$ cat src/rtl/dmem_pkg.sv
// Shared types and limits for the wait-state data memory controller.
package dmem_pkg;

  localparam int WAIT_STATES_MAX = 7;
  localparam int CNT_W           = $clog2(WAIT_STATES_MAX + 1);

  typedef enum logic [1:0] {
    IDLE = 2'd0,
    WAIT = 2'd1,
    RESP = 2'd2
  } dmem_state_e;

endpackage

$ cat src/rtl/dmem_bank.sv
// DEPTH x DATA_W storage: byte-enable synchronous write, combinational read.
// Contents are deliberately not reset.
module dmem_bank #(
  parameter int DATA_W = 32,
  parameter int DEPTH  = 64
) (
  input  logic                       clk,
  input  logic                       we_i,
  input  logic [$clog2(DEPTH)-1:0]   addr_i,
  input  logic [DATA_W-1:0]          wdata_i,
  input  logic [DATA_W/8-1:0]        be_i,
  output logic [DATA_W-1:0]          rdata_o
);

  localparam int BE_W = DATA_W / 8;

  logic [DATA_W-1:0] mem_q [DEPTH];

  always_ff @(posedge clk) begin
    if (we_i) begin
      for (int b = 0; b < BE_W; b++) begin
        if (be_i[b]) mem_q[addr_i][8*b +: 8] <= wdata_i[8*b +: 8];
      end
    end
  end

  assign rdata_o = mem_q[addr_i];

endmodule

$ cat src/rtl/dmem_ctrl.sv
// Wait-state data memory controller: one access in flight, accepts back-to-back in RESP.
// Define DMEM_BOUNDS_CHECK_EN to flag out-of-range or misaligned accesses on err_o.
module dmem_ctrl
  import dmem_pkg::*;
#(
  parameter int DATA_W      = 32,
  parameter int ADDR_W      = 32,
  parameter int DEPTH       = 64,
  parameter int WAIT_STATES = 2
) (
  input  logic                  clk,
  input  logic                  reset,
  input  logic                  req_i,
  input  logic                  we_i,
  input  logic [ADDR_W-1:0]     addr_i,
  input  logic [DATA_W-1:0]     wdata_i,
  input  logic [DATA_W/8-1:0]   be_i,
  output logic                  ready_o,
  output logic                  done_o,
  output logic [DATA_W-1:0]     rdata_o,
  output logic                  stall_o,
  output logic                  err_o
);

  localparam int BE_W  = DATA_W / 8;
  localparam int OFF_W = $clog2(BE_W);
  localparam int IDX_W = $clog2(DEPTH);
  localparam logic [CNT_W-1:0] CNT_INIT = (WAIT_STATES > 0) ? CNT_W'(WAIT_STATES - 1) : '0;
  localparam logic MULTI_CYCLE = (WAIT_STATES != 0);

  dmem_state_e       state_q;
  logic [CNT_W-1:0]  cnt_q;
  logic              we_q;
  logic              err_q;
  logic [IDX_W-1:0]  idx_q;
  logic [DATA_W-1:0] wdata_q;
  logic [BE_W-1:0]   be_q;
  logic [DATA_W-1:0] rdata_q;
  logic [DATA_W-1:0] rdata_d;
  logic [DATA_W-1:0] bank_rdata;
  logic [IDX_W-1:0]  acc_idx;
  logic              acc_err;
  logic              accept;

  assign acc_idx = addr_i[OFF_W +: IDX_W];

`ifdef DMEM_BOUNDS_CHECK_EN
  assign acc_err = (addr_i[ADDR_W-1:OFF_W+IDX_W] != '0) || (addr_i[OFF_W-1:0] != '0);
  assign err_o   = done_o & err_q;
`else
  // Upper and byte-offset address bits are ignored: accesses wrap modulo DEPTH.
  logic addr_unused;
  assign addr_unused = ^{addr_i[ADDR_W-1:OFF_W+IDX_W], addr_i[OFF_W-1:0]};
  assign acc_err     = 1'b0;
  assign err_o       = 1'b0;
`endif

  assign ready_o = (state_q != WAIT);
  assign done_o  = (state_q == RESP);
  assign accept  = req_i & ready_o;
  // A zero-wait-state access completes in the very next cycle, so it never holds the pipe.
  assign stall_o = (state_q == WAIT) | (accept & MULTI_CYCLE);

  assign rdata_d = (done_o && !we_q) ? (err_q ? '0 : bank_rdata) : rdata_q;
  assign rdata_o = rdata_d;

  always_ff @(posedge clk or negedge reset) begin
    if (!reset) begin
      state_q <= IDLE;
      cnt_q   <= '0;
      we_q    <= 1'b0;
      err_q   <= 1'b0;
      idx_q   <= '0;
      wdata_q <= '0;
      be_q    <= '0;
      rdata_q <= '0;
    end else begin
      rdata_q <= rdata_d;
      unique case (state_q)
        IDLE, RESP: begin
          if (accept) begin
            we_q    <= we_i;
            err_q   <= acc_err;
            idx_q   <= acc_idx;
            wdata_q <= wdata_i;
            be_q    <= be_i;
            cnt_q   <= CNT_INIT;
            state_q <= MULTI_CYCLE ? WAIT : RESP;
          end else begin
            state_q <= IDLE;
          end
        end
        WAIT: begin
          if (cnt_q == '0) state_q <= RESP;
          else             cnt_q   <= cnt_q - 1'b1;
        end
        default: state_q <= IDLE;
      endcase
    end
  end

  // Write commits on the clock edge that ends RESP; a reset beforehand leaves the array untouched.
  dmem_bank #(
    .DATA_W(DATA_W),
    .DEPTH (DEPTH)
  ) u_bank (
    .clk    (clk),
    .we_i   (done_o & we_q & ~err_q),
    .addr_i (idx_q),
    .wdata_i(wdata_q),
    .be_i   (be_q),
    .rdata_o(bank_rdata)
  );

endmodule

$ cat config.mk
export PLATFORM = sky130hd
export DESIGN_NAME = dmem_ctrl
export DESIGN_NICKNAME = d
export VERILOG_FILES = /design/src/rtl/dmem_pkg.sv /design/src/rtl/dmem_bank.sv /design/src/rtl/dmem_ctrl.sv
export SDC_FILE = /design/constraint.sdc
export NUM_CORES = 2
export LEC_CHECK = 0
export ABC_CLOCK_PERIOD_IN_PS = 3800
export CAP_MARGIN = 20
export CORE_MARGIN = 3
export CORE_UTILIZATION = 60
export CTS_CLUSTER_SIZE = 8
export DETAILED_ROUTE_END_ITERATION = 8
export HOLD_SLACK_MARGIN = 0.12
export PLACE_DENSITY_LB_ADDON = 0.1
export REMOVE_ABC_BUFFERS = 1
export SETUP_SLACK_MARGIN = 0.05
export SYNTH_ARGS = -nofsm -noshare
export SYNTH_HDL_FRONTEND = slang
export SYNTH_HIERARCHICAL = 1
export SYNTH_SLANG_ARGS = --single-unit
$ cat constraint.sdc
create_clock -name clk -period 3.8 [get_ports clk]
set_clock_uncertainty 0.1 [all_clocks]
set_input_delay 0.76 -clock clk [delete_from_list [all_inputs] [get_ports clk]]
set_output_delay 0.76 -clock clk [all_outputs]
set_load 0.02 [all_outputs]
## Word-level counts from Yosys, hierarchy flattened

Memories as Yosys holds them, arrays and structs flattened.
Cells that the tools add are included.

- Memory bits (writable): 2048
- Memories: 1
- Bits in registers: 80

Memories:

| memory | words | width | read ports | clocked after memory_dff | wr ports | RTL line | source |
|---|---|---|---|---|---|---|---|
| u_bank.mem_q | 64 | 32 | 1 | 0 | 1 | dmem_bank.sv:17 | `logic [DATA_W-1:0] mem_q [DEPTH];` |

- Eq/ne operators: 6
- Multiplexer cells: 19
- Add/subtract/negate cells: 1
- Reduce and logical (&&, ||, !) cells: 8
- Bitwise logic cells: 3

Operators by type and width:

| kind | number |
|---|---|
| $mux W32 | 1 |
| $mux W1 | 13 |
| $mux W3 | 2 |
| $pmux W3 S2 | 1 |
| $ne A2 B1 Y1 const B | 2 |
| $ne A2 B2 Y1 const B | 2 |
| $pmux W2 S2 | 1 |
| $logic_not A3 Y1 | 1 |
| $reduce_and A3 Y1 | 1 |
| $sub A3 B1 Y3 const B | 1 |
| $and A1 B1 Y1 | 2 |
| $eq A2 B1 Y1 const B | 1 |
| $eq A2 B2 Y1 const B | 1 |
| $logic_not A2 Y1 | 1 |
| $mux W2 | 1 |
| $reduce_and A2 Y1 | 1 |
| $reduce_bool A2 Y1 | 1 |
| $reduce_or A2 Y1 | 1 |
| $logic_and A1 B1 Y1 | 1 |
| $logic_not A1 Y1 | 1 |
| $or A1 B1 Y1 | 1 |

## Longest topological paths before layout

- Depth in word-level cells: 4
- Mapped depth: 12
- Gate-level depth less buffers: 7

## Cells and area by module

Netlist, hierarchy kept.

Modules (own cells, without submodules):

| module | area each (um^2) | cells each | times used |
|---|---|---|---|
| dmem_bank | 78407.7 | 4614 | 1 |
| dmem_ctrl | 3186.8 | 187 | 1 |

## Worst setup path before layout

No wires, ideal clock.

- Path kind: register to output
- From: register idx_q[1]
- To: output rdata_o[16]
- Path buffers: 3
- Cell stages (with the launch flop): 9
- Path slack: 0.551 ns
- Arrival: 2.389 ns
- Data required time: 2.940 ns
- Cells stage by stage: dfrtp_1 > buf_6 > buf_2 > buf_1 > mux2_2 > a221oi_1 > o22ai_1 > a211o_1 > mux2_4

- Cells in the longest elaborated chain, start to end: 2

Ends and longest elaborated chain:

| item | RTL line | source |
|---|---|---|
| start, declared | dmem_ctrl.sv:35 | `logic [IDX_W-1:0] idx_q;` |
| start signal, assigned | dmem_ctrl.sv:84 | `idx_q <= acc_idx;` |
| $mem_v2 Z64 W32 | -- |  |
| via bank_rdata[16] | dmem_ctrl.sv:40 | `logic [DATA_W-1:0] bank_rdata;` |
| $mux W32 | dmem_ctrl.sv:64 | `assign rdata_d = (done_o && !we_q) ? (err_q ? '0 : bank_rdata) : rdata_q;` |
| end, declared | dmem_ctrl.sv:20 | `output logic [DATA_W-1:0] rdata_o,` |

The timed path passes the listed nets, and every way through them passes these cells.

## Worst setup path after layout

- From: register idx_q[1]
- To: output rdata_o[28]

Same word-level chain as after synthesis.

==> summary.txt <==
STA
  • Final count of hold timing violations: 0
  • Min Hold Slack: 0.3033 ns
  • Tightest Pin Transition: 1.155 ns
  • Setup tns final: -27.24 ns
  • RSZ-0062 raised after global routing: true
  • Maximum operating frequency: 207.5 MHz
  • Fin. max-slew vios: 0
  • PnR worst setup slack: -1.018 ns
  • Slew margin rel.: 22.98%
  • Tcrit/Tclk final: 126.8%
  • Min Tclk post-route: 4.818 ns
  • Final setup viols: 38

Worst setup path
  • Flop-to-flop setup slack: -0.01 ns
  • Family with the most delay on the worst path: simple AND/OR/NAND/NOR gates
  • Reg-to-reg startpoint: idx_q[0]
  • Reg-to-reg endpoint: u_bank/mem_q[10][30]
  • Crit. End Element: output port
  • Max FO, Critical Path: 24
  • Crit start category: flop
  • CP Data Arrival Time: 3.96 ns
  • Cell Chain, Critical Path: buf_6 > and2_4 > buf_12 > buf_12 > a221oi_2 > nor2_1 > o21ai_2 > buf_4 > nand4_1 > nand4bb_4 > mux2_4 > buf_6
  • Slowest-stage cell, CP: dfrtp_4
  • Worst Path Buf+Inv: 5
  • CP max stage delay: 0.55 ns
  • FF-to-FF path depth: 13
  • Critical Path RT: 2.94 ns
  • Setup CP Type: reg2out

Route
  • Drc violations: 0
  • Iter 0 DRT Violations: 9152
  • DR vias: 55.19k
  • Post-DR vias/cell: 7.122
  • Wirelength, routed: 272000 um
  • WL per Instance: 35.10 um
  • Post-detailed-route count of antenna-violating nets: 0
  • Drt pass-1 iters: 8

Clock network
  • Clk root buf: clkbuf_16
  • Inserted Clock Buffers: 315
  • Skew-Pair Late Insertion Delay: 0.91 ns
  • CTS max path bufs: 4
  • Htree depth: 5
  • CTS sink cnt: 2128
  • Worst-path clk slew: 0.05 ns
  • CTS tree: done

GRT
  • M3 GR Usage: 9.881%
  • Vias in the first global route: 53.48k
  • Largest net degree at the start of global routing: 66
  • Global-route wire length before repair: 377000 um
  • Met2 Track Usage GR: 55.91%
  • Top Usage Layer GRT: met2
  • Grt ovf: 0
  • GR Util All Layers: 37.42%
  • Met1 usage: 51.51%
  • Initial antenna violation count: 4

Placed design
  • Detail Placement HPWL: 162300 um
  • Pre-CTS WS: -0.5610 ns
  • Placed cells: 7143
  • RePlAce Congestion: 0.9260
  • Port Buffers: 80
  • Area post-placement: 90920 um2

Yosys
  • Flops & latches, synth: 2128
  • Number of flops mapped to enable cells by yosys: 2048
  • Distinct cell type count after synthesis: 58
  • Mapped cell area: 81590 um2
  • Share of the synthesized area in the top cell type: 75.37%
  • Ranking of synthesized cells by area: edfxtp_1 75%, a221oi_1 5.3%, a22oi_1 2.7%
  • Sequential share of the synthesized area: 77.82%
  • FFs w/ async S/R, synth: 3.759%
  • Mean Syn Cell Area: 17.00 um2
  • YS warnings: 6
  • Synth area leader: edfxtp_1
  • Syn Inst Count: 4801
  • Synth Flop Type: edfxtp_1

Min path
  • Hold/Removal Path Class: in2async

Floorplanning
  • Die Ht: 374.8 um
  • Starting Density: 60.76%
  • Die X: 374.8 um
  • I/O pins: 108
  • Row count: 134
  • Core box area: 134300 um2
  • Die area: 140500 um2

Cells and area
  • Final std cells w/o fill: 7749
  • Most common cell after layout, fill and taps aside: edfxtp_1
  • Final core utilization: 78.16%
  • Share of layout cells above drive strength 1: 34.88%
  • Fill cells: 6958
  • Final instance area: 105000 um2
  • Area Growth Syn to Fin: 28.65%
  • Most frequent cells in the layout: 2048 x edfxtp_1, 789 x buf_4, 463 x nor2_1
  • Nets: 5919

Status
  • Status: finished with violations
  • Failing checks: setup timing

Power and ir drop
  • Pwr Total: 94.14 mW
  • PD cells: 896.8 nW/um2
  • P_leak: 35.49 nW
  • Worst vdd ir: 0.7726 mV

Job
  • Max-Cap Viols: 0
-- cells by family after synthesis --
group | Yosys count | synth area share (%)
AO/OA/AOI/OAI | 1222 | 11.35
adder cells (fa/ha/maj) | 2 | 0.03066
buffers and inverters | 389 | 2.202
flip-flops | 2128 | 77.82
multiplexers | 287 | 4.536
other | 1 | 0.004596
AND/OR/NAND/NOR | 772 | 4.053
-- metal layers --
| layer | vias to the layer above | wire (um) | part of all wire [%] |
|---|---|---|---|
| met5 | - | 25 | 0.0092 |
| met4 | 4 | 16750 | 6.2 |
| met3 | 1008 | 38550 | 14 |
| met2 | 4816 | 121400 | 45 |
| met1 | 27490 | 95200 | 35 |
| li1 | 21870 | - | - |
-- registers in the layout (all words and copies together), names as in the netlist --
name          count
u_bank/mem_q   2048
rdata_q          32
wdata_q          32
idx_q             6
be_q              4
cnt_q             3
state_q           2
we_q              1
-- power by group --
part | internal, mW | total [mW] | switching (mW) | leakage [nW]
combinational | 15.5 | 37.8 | 22.3 | 12.0
sequential | 29.7 | 31.8 | 2.17 | 19.3
clock | 15.1 | 24.5 | 9.35 | 4.10
total | 60.3 | 94.1 | 33.8 | 35.5
-- cells in the mapped netlist, drive strengths merged (6+ instances only) --
cell and n:
nand3 28, mux2i 93, a21oi 63, nand4 17, and2 10, inv 6, or4 10, o21ai 127
o22a 14, or3 9, a22o 9, nand2 83, nor3b 7, edfxtp 2048, nor2b 10, o221ai 20
mux2 152, a221oi 493, o32ai 17, a211o 13, clkbuf 171, mux4 42, nor2 512, and3 7
dfrtp 80, a22oi 291, o211ai 9, buf 211, o22ai 136, nor3 57, a222oi 9
-- worst max path at each step --
stage                   from           to  slack, ns  depth (start not counted)
global placement    idx_q[0]  rdata_o[28]      -0.51                         12
global route        idx_q[1]  rdata_o[28]      -1.03                         12
finish              idx_q[1]  rdata_o[28]      -1.02                         12
CTS                 idx_q[1]   rdata_o[1]      -1.01                         12
floorplan           idx_q[2]   rdata_o[0]     -15.34                          7
detailed placement  idx_q[0]  rdata_o[28]      -0.56                         12
-- cell type report --
cell class / count / area, um2 / share of cell area (%)
diodes: 4 / 10.01 / 0.009536
clock buffers: 443 / 8448 / 8.048
clock inverters: 6 / 52.55 / 0.05006
inverters: 7 / 41.29 / 0.03934
multi-input cells: 2285 / 19380 / 18.46
flip-flops and latches: 2128 / 63550 / 60.55
well taps: 1768 / 2212 / 2.107
repair buffers: 1108 / 11270 / 10.74
-- what timing repair did --
| action | 4_1_cts | 5_1_grt |
|---|---|---|
| hold endpoints to repair | 25 | 0 |
| hold buffers | 1 | 0 |
| pin swaps | 117 | 154 |
| setup endpoints to repair | 124 | 125 |
| cloned | 19 | 12 |
| resized for setup | 571 | 333 |
| setup buffers | 67 | 51 |
Note: power is estimated with default switching activity, not from simulation.
